[src/rtl/rf_wb_arbiter.sv]
// Writeback arbiter: shares the register file write port between ALU and LSU
// and tracks destination registers with writes still in flight.
module rf_wb_arbiter #(
  parameter int DATA_W     = 32,
  parameter int ADDR_W     = 5,
  parameter int STARVE_MAX = 3
) (
  input  logic              clk,
  input  logic              rst,
  input  logic              alu_valid,
  output logic              alu_ready,
  input  logic [ADDR_W-1:0] alu_rd,
  input  logic [DATA_W-1:0] alu_data,
  input  logic              lsu_valid,
  output logic              lsu_ready,
  input  logic [ADDR_W-1:0] lsu_rd,
  input  logic [DATA_W-1:0] lsu_data,
  input  logic              iss_valid,
  input  logic [ADDR_W-1:0] iss_rd,
  input  logic              flush,
  input  logic [ADDR_W-1:0] rs1,
  input  logic [ADDR_W-1:0] rs2,
  output logic              rs1_busy,
  output logic              rs2_busy,
  output logic              we3,
  output logic [ADDR_W-1:0] a3,
  output logic [DATA_W-1:0] wd3
);

  localparam int NREG = 1 << ADDR_W;
  localparam logic [3:0] SMAX = 4'(STARVE_MAX);

  logic [3:0]        starve_cnt;
  logic [3:0]        starve_nxt;
  logic              starved;
  logic              alu_gnt;
  logic              lsu_gnt;
  logic [ADDR_W-1:0] wr_rd;
  logic [DATA_W-1:0] wr_data;
  logic              wr_fire;
  logic [NREG-1:0]   busy;
  logic [NREG-1:0]   busy_nxt;

  assign starved = (starve_cnt == SMAX);

  always_comb begin
    alu_gnt = 1'b0;
    lsu_gnt = 1'b0;
    if (flush) begin
      alu_gnt = 1'b0;
    end else if (lsu_valid && alu_valid && starved) begin
      alu_gnt = 1'b1;
    end else if (lsu_valid) begin
      lsu_gnt = 1'b1;
    end else if (alu_valid) begin
      alu_gnt = 1'b1;
    end
  end

  assign alu_ready = alu_gnt;
  assign lsu_ready = lsu_gnt;

  always_comb begin
    starve_nxt = starve_cnt;
    if (flush || !alu_valid || alu_gnt) begin
      starve_nxt = '0;
    end else if (lsu_gnt && !starved) begin
      starve_nxt = starve_cnt + 4'd1;
    end
  end

  assign wr_rd   = alu_gnt ? alu_rd : lsu_rd;
  assign wr_data = alu_gnt ? alu_data : lsu_data;
  // rd==0 transfers are consumed but never reach the write port
  assign wr_fire = (alu_gnt || lsu_gnt) && (wr_rd != '0);

  always_ff @(posedge clk or negedge rst) begin
    if (!rst) begin
      starve_cnt <= '0;
      we3        <= 1'b0;
      a3         <= '0;
      wd3        <= '0;
    end else begin
      starve_cnt <= starve_nxt;
      we3        <= wr_fire;
      if (wr_fire) begin
        a3  <= wr_rd;
        wd3 <= wr_data;
      end
    end
  end

  // Set is applied after clear so a new producer keeps the register busy
  always_comb begin
    busy_nxt = busy;
    if (we3) begin
      busy_nxt[a3] = 1'b0;
    end
    if (iss_valid && (iss_rd != '0)) begin
      busy_nxt[iss_rd] = 1'b1;
    end
    if (flush) begin
      busy_nxt = '0;
    end
    busy_nxt[0] = 1'b0;
  end

  always_ff @(posedge clk or negedge rst) begin
    if (!rst) begin
      busy <= '0;
    end else begin
      busy <= busy_nxt;
    end
  end

  assign rs1_busy = busy[rs1];
  assign rs2_busy = busy[rs2];

endmodule

[config.mk]
export PLATFORM = sky130hd
export DESIGN_NAME = rf_wb_arbiter
export DESIGN_NICKNAME = d
export VERILOG_FILES = /design/src/rtl/rf_wb_arbiter.sv
export SDC_FILE = /design/constraint.sdc
export NUM_CORES = 1
export LEC_CHECK = 0
export CAP_MARGIN = 40
export CORE_MARGIN = 8
export CORE_UTILIZATION = 51
export CTS_BUF_LIST = sky130_fd_sc_hd__clkbuf_8
export DETAILED_ROUTE_END_ITERATION = 8
export PLACE_DENSITY = 0.88
export SYNTH_ARGS = -nofsm -noshare
export SYNTH_HDL_FRONTEND = slang
export SYNTH_SLANG_ARGS = --single-unit
export TNS_END_PERCENT = 5
[constraint.sdc]
create_clock -name clk -period 5.2 [get_ports clk]
set_input_delay 1.3 -clock clk [delete_from_list [all_inputs] [get_ports clk]]
set_output_delay 1.3 -clock clk [all_outputs]
set_load 0.01 [all_outputs]
==> results of run 1 <==
==> routing by layer <==
layer / share of wire, % / vias to the layer above / routed length [um]
met1: 36 / 1753 / 4530
li1: - / 1588 / -
met3: 13 / 27 / 1600
met5: 0 / - / 0
met4: 1.9 / 0 / 245
met2: 49 / 217 / 6210
==> path summary, 6_finish.rpt <==
kind | endpoint | slack (ns) | start
setup / recovery | rs1_busy | 0.31 | rs1[1]
hold / removal | starve_cnt[0] | 0.47 | starve_cnt[0]
setup reg to reg | wd3[24] | 2.20 | starve_cnt[0]
hold reg to reg | starve_cnt[0] | 0.47 | starve_cnt[0]
max in group asynchronous | busy[17] | 3.47 | rst
min in group asynchronous | wd3[12] | 0.94 | rst
==> synth_stat cells, drive strengths merged <==
| cell type | number | area share (%) |
|---|---|---|
| o21ai | 35 | 4.4 |
| dfrtp | 73 | 46 |
| xnor2 | 1 | 0.22 |
| o22ai | 4 | 0.62 |
| nand3 | 9 | 1.1 |
| a31oi | 2 | 0.31 |
| or3 | 4 | 0.62 |
| a311oi | 1 | 0.22 |
| o32ai | 2 | 0.44 |
| xor2 | 1 | 0.22 |
| and3 | 4 | 0.62 |
| nor2 | 11 | 1.0 |
| or3b | 3 | 0.66 |
| nand3b | 1 | 0.19 |
| or4 | 2 | 0.37 |
| mux2i | 9 | 2.3 |
| nor3b | 6 | 1.1 |
| inv | 6 | 0.56 |
| a21oi | 32 | 4.1 |
| o21ba | 1 | 0.25 |
| and3b | 3 | 0.66 |
| ha | 1 | 0.31 |
| o211ai | 2 | 0.37 |
| o21bai | 1 | 0.19 |
| nand2 | 38 | 3.6 |
| mux4 | 14 | 7.9 |
| clkbuf | 11 | 1.0 |
| nand4b | 1 | 0.22 |
| nor3 | 1 | 0.12 |
| mux2 | 67 | 19 |
| a32o | 1 | 0.25 |
| nand2b | 3 | 0.47 |
| buf | 7 | 1.1 |
==> metrics by stage <==
stage / hold slack [ns] / instances / instance area, um2
CTS: 0.471 / 599 / 5640
finish: 0.466 / 599 / 5640
floorplan: 0.433 / 357 / 4000
detailed placement: 0.452 / 583 / 5480
global placement: 0.454 / 581 / 5450
global route: 0.492 / 599 / 5640
==> report_power, final <==
group | switching, mW | leakage (nW) | internal (mW)
registers | 0.0384 | 0.935 | 0.623
logic | 0.167 | 1.18 | 0.230
clock network | 0.207 | 0.0963 | 0.165
==> logic make-up after synthesis <==
family / share of synthesized area, %
compound gates: 11.1
xor+xnor: 0.438
fa+ha+maj: 0.312
buf+inv: 2.66
flops: 45.6
mux: 29.1
simple gates: 10.8
==> registers in the layout (all words and copies together), names as in the netlist <==
signal	cells
wd3	32
starve_cnt	4
we3	1
a3	5
busy	31
==> layout make-up <==
cell class	count	area (um2)
Inverter	6	22.5
Clock inverter	7	31.3
Tap cell	102	128
Clock buffer	9	124
Fill cell	536	2050
Multi-Input combinational cell	260	2090
Sequential cell	73	1830
Timing Repair Buffer	142	1420
==> metrics.cfg, run 1 <==
[global_routing]
grtUsageMet2_pct = 39.1
grt_busiest_layer = met2
grt.met3_usage_pct = 11.0
grt_max_degree = 41
grt_pass1_wl_mm = 20.7
overflow = 0
grt_pass1_vias = 3985
grt_use_met1_pct = 25.7
antenna_found_initial = 0
grt_usage_pct = 23.5

[layout]
syn_to_final_growth_pct = 40.8
final_util_pct = 73.3
drive_gt1_share_pct = 16.3
diodes = 0
final_common_cell = clkdlybuf4s50_1
layout_common_cells = 135 x clkdlybuf4s50_1, 73 x dfrtp_1, 42 x mux2_2, 38 x nand2_1, 33 x o21ai_0
nets = 588

[synth]
synth.net_count = 453
syn_area_per_cell_um2 = 11.2
ys.warnings.count = 0
netlist_instances = 357
synth_seq_cells = 73
yosysSeqAreaShare_pct = 45.6
syn_area_mm2 = 0.00400
synth_cell_types = 39

[placed_design]
pre_cts_ws_ns = 0.328
globalplace.congestion = 0.997
dp_hpwl_mm = 9.85
io_buffers = 136

[worst_setup_path]
cp.depth = 6
cpMaxStageDelayCell = clkdlybuf4s50_1
r2r.worst_path.cells = 7
crit_buf_inv = 2
path_common_cell = clkdlybuf4s50_1
path_cells = clkdlybuf4s50_1, mux4_2, mux2i_1, a31oi_1, and3_1, clkdlybuf4s50_1
critPathKind = primary input to output port
crit_required_ns = 3.90
cp_max_fo = 9
cp-start-kind = primary input
path_delay_family = buffers and inverters
slowest_delay_ns = 0.76
arrival_ns = 3.59
cp-end-kind = output port

[die]
die_w_um = 105
core_area_mm2 = 0.00769
dieArea_mm2 = 0.0109
start_util_pct = 52.1
num_rows = 32
dieHeight_um = 105
ioPinCount = 137

[timing]
tightestPinTransition_ns = 0.650
max_freq_mhz = 205
finalClockSkew_ns = 0.0100
drv_slew = 0
finalHoldViolations = 0
fin_ws_ns = 0.311
setup_viol = 0
setup-tns-final_ns = 0
grt_setup_unrepaired = no
period_share_pct = 94.0
period_minus_slack_ns = 4.89
relSlewSlack_pct = 56.5

[cts]
cts_hold_buf = 0
clk_pin_slew_ns = 0.07
cts_resized = 0
post_cts_buffers = 0
cts_buffers = 9
clk_path_buf_depth = 2
cts_tree = done
root_buffer = clkbuf_8
clkSinkCount = 73
clk_latency_ns = 0.36
cts_htree_levels = 3

[drt]
wl_mm = 12.6
dr.pass1.iters = 6
drt_iter0_markers = 267
dr_total_vias = 3585
drc = 0
drt-wirelength-per-cell_um = 21.0
viasPerCell = 5.98
antenna_left = 0

[power_and_ir_drop]
ir_drop_mv = 0.183
leakage_nw = 2.21
design_power_total_mw = 1.43
p_per_area_mw_per_mm2 = 254

[hold_path]
worstHoldPathCells = 1
hp-class = register to register

[status]
outcome = complete, no violations

[run]
maxCapViolCount = 0

(Power assumes the default switching activity.)
==> run 2, diff against run 1 <==
CORE_ASPECT_RATIO = 0.7   (was unset)
==> run 2 against run 1 <==
Against the previous run:
- setup slack better by 0.023 ns
- worst hold slack improved by 0.015 ns
- global-route usage up 0.38 points
- critical path depth stayed put
- first-iteration DRC count rose by 61%
- flip-flop and latch count did not move
- clock power increased by 22%
- via count grew 0.11%
- count of clock-buffer cells in the layout stayed put
- critical endpoint unchanged
==> metrics.cfg, run 2 (synthesized netlist as in run 1, its figures left out) <==
[global_routing]
overflow = 0  ; unchanged
grt_usage_pct = 23.9  ; was 23.5%
grt_pass1_wl_mm = 20.6  ; was 20.7 mm
grt_pass1_vias = 3863  ; was 3985
antenna_found_initial = 0  ; unchanged
grt_max_degree = 44  ; was 41

[timing]
max_freq_mhz = 206  ; was 205 MHz
drv_slew = 0  ; unchanged
relSlewSlack_pct = 52.3  ; was 56.5%
period_minus_slack_ns = 4.87  ; was 4.89 ns
finalClockSkew_ns = 0.00764  ; was 0.0100 ns
fin_ws_ns = 0.334  ; was 0.311 ns
grt_setup_unrepaired = no  ; unchanged
tightestPinTransition_ns = 0.715  ; was 0.650 ns
setup-tns-final_ns = 0  ; unchanged
period_share_pct = 93.6  ; was 94.0%
finalHoldViolations = 0  ; unchanged
setup_viol = 0  ; unchanged

[placed_design]
io_buffers = 136  ; unchanged
dp_hpwl_mm = 9.93  ; was 9.85 mm
pre_cts_ws_ns = 0.343  ; was 0.328 ns
globalplace.congestion = 0.954  ; was 0.997

[drt]
wl_mm = 12.9  ; was 12.6 mm
antenna_left = 0  ; unchanged
dr_total_vias = 3589  ; was 3585
drt-wirelength-per-cell_um = 21.5  ; was 21.0 um
drc = 0  ; unchanged
drt_iter0_markers = 430  ; was 267
dr.pass1.iters = 5  ; was 6
viasPerCell = 6.01  ; was 5.98

[die]
ioPinCount = 137  ; unchanged
dieHeight_um = 90.1  ; was 105 um
core_area_mm2 = 0.00774  ; was 0.00769 mm2
die_w_um = 122  ; was 105 um
num_rows = 27  ; was 32
start_util_pct = 51.8  ; was 52.1%
dieArea_mm2 = 0.0110  ; was 0.0109 mm2

[layout]
layout_common_cells = 135 x clkdlybuf4s50_1, 73 x dfrtp_1, 42 x mux2_2, 38 x nand2_1, 33 x o21ai_0  ; unchanged
top_register = wd3  ; unchanged
multi_input_area_mm2 = 0.00209  ; unchanged
drive_gt1_share_pct = 16.7  ; was 16.3%
diodes = 0  ; unchanged
syn_to_final_growth_pct = 41.3  ; was 40.8%
fillers = 525  ; was 536
largest_register_ffs = 32  ; unchanged
nets = 587  ; was 588
top_regs = wd3 x32, busy x31, a3 x5  ; unchanged
final_common_cell = clkdlybuf4s50_1  ; unchanged
seqCellArea_mm2 = 0.00183  ; unchanged

[worst_setup_path]
crit_buf_inv = 2  ; unchanged
path_cells = clkdlybuf4s50_1, mux4_2, o32ai_1, a31oi_1, and3_1, clkdlybuf4s50_1  ; was clkdlybuf4s50_1, mux4_2, mux2i_1, a31oi_1, and3_1, clkdlybuf4s50_1
cp.depth = 6  ; unchanged
cp-end-kind = output port  ; unchanged
cp_max_fo = 7  ; was 9
slowest_delay_ns = 0.71  ; was 0.76 ns
critPathKind = primary input to output port  ; unchanged
cp-start-kind = primary input  ; unchanged
crit_required_ns = 3.90  ; about the same
worstSetupStartpoint = rs1[0]  ; was rs1[1]
r2r.worst_path.cells = 7  ; unchanged
path_common_cell = clkdlybuf4s50_1  ; unchanged
cpMaxStageDelayCell = clkdlybuf4s50_1  ; unchanged
r2r-start = starve_cnt[0]  ; unchanged
arrival_ns = 3.57  ; was 3.59 ns
path_delay_family = buffers and inverters  ; unchanged

[cts]
clk_latency_ns = 0.35  ; was 0.36 ns
cts_hold_buf = 0  ; unchanged
cts_resized = 0  ; unchanged
cts_tree = done  ; unchanged
clkSinkCount = 73  ; unchanged
clk_pin_slew_ns = 0.08  ; was 0.07 ns
root_buffer = clkbuf_8  ; unchanged
clk_path_buf_depth = 2  ; unchanged
cts_htree_levels = 3  ; unchanged
cts_buffers = 9  ; unchanged
post_cts_buffers = 0  ; unchanged

[power_and_ir_drop]
switchingPower_mw = 0.431  ; was 0.413 mW
leakage_nw = 2.20  ; was 2.21 nW
power_frac_seq_pct = 43.8  ; was 46.2%
p_int_mw = 1.08  ; was 1.02 mW
clockPowerShare_pct = 30.2  ; was 26.0%
switching_share_pct = 28.6  ; was 28.9%
p_comb_share_pct = 26.0  ; was 27.8%
p_per_area_mw_per_mm2 = 266  ; was 254 mW/mm2
ir_drop_mv = 0.147  ; was 0.183 mV

[hold_path]
hp-start = starve_cnt[0]  ; unchanged
hp-class = register to register  ; unchanged
worstHoldPathCells = 1  ; unchanged

[run]
maxCapViolCount = 0  ; unchanged

[status]
outcome = complete, no violations  ; unchanged

run 2: changes by cell type in the layout (fill, tap and decap cells not counted), moves of 2 or more:
cell,change
clkinv_4,+3
clkinvlp_4,+2
inv_1,-3
clkinv_2,-4
run 2: final cells by class:
class,count,area share [%]
Multi-Input combinational cell,260,36.9
Sequential cell,73,32.3
Timing Repair Buffer,141,24.6
Tap cell,101,2.23
Clock buffer,9,2.19
Clock inverter,7,1.42
Inverter,6,0.398
run 2: path summary, 6_finish.rpt:
kind / to / slack, ns
worst min-delay path: starve_cnt[0] / 0.48
worst max register to register: wd3[30] / 2.26
max in group asynchronous: busy[11] / 3.18
worst min register to register: starve_cnt[0] / 0.48
min in group asynchronous: wd3[30] / 1.00
worst max-delay path: rs1_busy / 0.33
run 2: metal layers:
metal / track usage, % / part of all wire [%] / up-vias
met5: 0 / 0 / -
met4: 9.21 / 3.0 / 0
met3: 7.06 / 9.8 / 44
met2: 40.2 / 51 / 212
met1: 28.0 / 36 / 1747
li1: - / - / 1586
run 2: worst register-to-register path, cell delays in order, from the launching register on:
cell     delay, ns
dfrtp_1       0.38
ha_1          0.23
or3b_1        0.43
a21oi_4       0.18
buf_4         0.46
mux2i_4       0.32
buf_4         0.42
mux2_2        0.41
run 2: metrics by stage:
step,utilization (%),hold WS (ns),total power [mW],cell area [um2],instances
2_1_floorplan,-,0.433,0.818,4000,357
3_3_place_gp,70.4,0.450,1.05,5450,580
3_5_place_dp,70.5,0.474,1.07,5450,581
4_1_cts,73.1,0.485,1.52,5660,597
5_1_grt,73.1,0.501,1.57,5660,597
6_report,73.1,0.481,1.51,5660,597
run 2: power groups by stage:
| stage | Sequential [mW] | Combinational, mW | Clock (mW) |
|---|---|---|---|
| 2_1_floorplan | 0.688 | 0.130 | 0 |
| 3_3_place_gp | 0.667 | 0.382 | 0 |
| 3_5_place_dp | 0.672 | 0.394 | 0 |
| 4_1_cts | 0.661 | 0.396 | 0.459 |
| 5_1_grt | 0.667 | 0.419 | 0.484 |
| 6_report | 0.661 | 0.392 | 0.455 |
==> run 3, diff against run 2 <==
--- a/config.mk
+++ b/config.mk
@@ -8,5 +8,5 @@
 export CAP_MARGIN = 40
 export CORE_ASPECT_RATIO = 0.7
-export CORE_MARGIN = 8
+export CORE_MARGIN = 2
 export CORE_UTILIZATION = 51
 export CTS_BUF_LIST = sky130_fd_sc_hd__clkbuf_8
==> constraint.sdc (replaced) <==
create_clock -name clk -period 5.2 [get_ports clk]
set_input_delay 1.04 -clock clk [delete_from_list [all_inputs] [get_ports clk]]
set_output_delay 1.04 -clock clk [all_outputs]
set_load 0.01 [all_outputs]
==> run 3 against run 2 <==
Against the previous run:
- worst hold slack worse by 0.010 ns
- cell area is 0.77% higher
- routed wire length decreased by 7.9%
- power rose by 3.4%
- global-route usage grew 4.9 points
- critical path type unchanged
- critical endpoint is now rs2_busy
==> metrics.cfg, run 3 (synthesized netlist as in run 1, its figures left out) <==
[cts]
cts_buffers = 9  ; unchanged
cts_htree_levels = 3  ; unchanged
clkSinkCount = 73  ; unchanged
clk_path_buf_depth = 2  ; unchanged
clk_latency_ns = 0.36  ; was 0.35 ns
clk_pin_slew_ns = 0.07  ; was 0.08 ns
cts_resized = 0  ; unchanged
cts_tree = done  ; unchanged
cts_hold_buf = 0  ; unchanged
post_cts_buffers = 0  ; unchanged
root_buffer = clkbuf_8  ; unchanged

[layout]
largest_register_ffs = 32  ; unchanged
nets = 589  ; was 587
layout_common_cells = 135 x clkdlybuf4s50_1, 73 x dfrtp_1, 42 x mux2_2, 38 x nand2_1, 33 x o21ai_0  ; unchanged
drive_gt1_share_pct = 17.1  ; was 16.7%
final_common_cell = clkdlybuf4s50_1  ; unchanged
syn_to_final_growth_pct = 42.4  ; was 41.3%
design_area_mm2 = 0.00570  ; was 0.00566 mm2
fillers = 469  ; was 525
top_regs = wd3 x32, busy x31, a3 x5  ; unchanged
multi_input_area_mm2 = 0.00209  ; unchanged
diodes = 0  ; unchanged
fin_cells = 596  ; was 597
seqCellArea_mm2 = 0.00183  ; unchanged
top_register = wd3  ; unchanged

[global_routing]
grt_pass1_vias = 3693  ; was 3863
grt_max_degree = 37  ; was 44
overflow = 0  ; unchanged
grt_usage_pct = 28.9  ; was 23.9%
antenna_found_initial = 0  ; unchanged
grt_pass1_wl_mm = 18.6  ; was 20.6 mm

[worst_setup_path]
crit_required_ns = 4.16  ; was 3.90 ns
cp-end-kind = output port  ; unchanged
arrival_ns = 3.33  ; was 3.57 ns
critPathKind = primary input to output port  ; unchanged
cp_max_fo = 7  ; unchanged
cp-start-kind = primary input  ; unchanged

[timing]
setup-tns-final_ns = 0  ; unchanged
tightestPinTransition_ns = 0.815  ; was 0.715 ns
relSlewSlack_pct = 44.5  ; was 52.3%
grt_setup_unrepaired = no  ; unchanged
max_freq_mhz = 229  ; was 206 MHz
period_share_pct = 84.1  ; was 93.6%
fin_ws_ns = 0.825  ; was 0.334 ns
drv_slew = 0  ; unchanged
period_minus_slack_ns = 4.37  ; was 4.87 ns
whs_ns = 0.471  ; was 0.481 ns
finalClockSkew_ns = 0.0140  ; was 0.00764 ns
setup_viol = 0  ; unchanged
finalHoldViolations = 0  ; unchanged

[placed_design]
io_buffers = 136  ; unchanged
dp_hpwl_mm = 8.89  ; was 9.93 mm
place_area_mm2 = 0.00548  ; was 0.00545 mm2
placed_cells = 580  ; was 581
globalplace.congestion = 0.902  ; was 0.954
pre_cts_ws_ns = 0.849  ; was 0.343 ns

[power_and_ir_drop]
switching_share_pct = 27.7  ; was 28.6%
switchingPower_mw = 0.431  ; about the same
p_comb_share_pct = 25.3  ; was 26.0%
p_int_mw = 1.13  ; was 1.08 mW
leakage_nw = 2.23  ; was 2.20 nW
clockPowerShare_pct = 32.3  ; was 30.2%
power_frac_seq_pct = 42.4  ; was 43.8%
ir_drop_mv = 0.175  ; was 0.147 mV
p_per_area_mw_per_mm2 = 273  ; was 266 mW/mm2

[drt]
dr.pass1.iters = 6  ; was 5
antenna_left = 0  ; unchanged
drc = 0  ; unchanged
dr_total_vias = 3633  ; was 3589
viasPerCell = 6.10  ; was 6.01
wl_mm = 11.8  ; was 12.9 mm
drt-wirelength-per-cell_um = 19.9  ; was 21.5 um
drt_iter0_markers = 364  ; was 430

[die]
die_w_um = 110  ; was 122 um
dieHeight_um = 78.1  ; was 90.1 um
ioPinCount = 137  ; unchanged
start_util_pct = 53.7  ; was 51.8%
num_rows = 26  ; was 27
core_area_mm2 = 0.00745  ; was 0.00774 mm2
dieArea_mm2 = 0.00859  ; was 0.0110 mm2

[run]
maxCapViolCount = 0  ; unchanged

[hold_path]
hp-class = register to register  ; unchanged

[status]
outcome = complete, no violations  ; unchanged

==> run 3: changes by cell type in the layout (fill, tap and decap cells not counted), sizes merged <==
cell,before,now
buf,6,8
clkinvlp,2,0
bufinv,1,2
inv,7,8
==> run 3: critical path: stages <==
cell	delay (ns)
clkdlybuf4s50_1	0.71
mux4_2	0.57
o32ai_1	0.28
a31oi_1	0.07
and3_1	0.19
clkdlybuf4s50_1	0.47
==> run 3: area by class of cell <==
cell class	instances	area share (%)
multi-input cells	260	36.6
flip-flops and latches	73	32.0
repair buffers	143	24.9
clock buffers	9	2.17
well taps	98	2.15
clock inverters	7	1.76
inverters	6	0.395
==> run 3: worst paths after layout <==
check | endpoint | depth (start not counted) | start | slack (ns)
setup / recovery | rs2_busy | 6 | rs2[0] | 0.83
hold / removal | starve_cnt[0] | 1 | starve_cnt[0] | 0.47
setup reg to reg | wd3[26] | 6 | starve_cnt[0] | 2.29
hold reg to reg | starve_cnt[0] | 1 | starve_cnt[0] | 0.47
max in group asynchronous | busy[26] | 3 | rst | 3.70
min in group asynchronous | wd3[23] | 1 | rst | 0.55
==> run 3: per-stage QoR <==
| stage | utilization (%) | total power, mW |
|---|---|---|
| detailed placement | 73.5 | 1.06 |
| CTS | 76.5 | 1.56 |
| global placement | 73.2 | 1.05 |
| finish | 76.5 | 1.56 |
| global route | 76.5 | 1.62 |
| floorplan | - | 0.818 |
==> run 3: power groups by stage <==
stage	Clock, mW	Combinational, mW	Sequential (mW)
final	0.503	0.394	0.661
after global routing	0.530	0.419	0.668
after CTS	0.503	0.395	0.660
after detailed placement	0	0.391	0.670
after global placement	0	0.380	0.666
after floorplan	0	0.130	0.688
==> run 3: metal layers <==
layer  vias to the layer above  share of wire [%]  GRT usage, %
li1                       1594                  -             -
met1                      1770                 38          34.7
met2                       230                 49          47.4
met3                        39                 10          9.80
met4                         0                3.3          11.9
met5                         -                  0             0
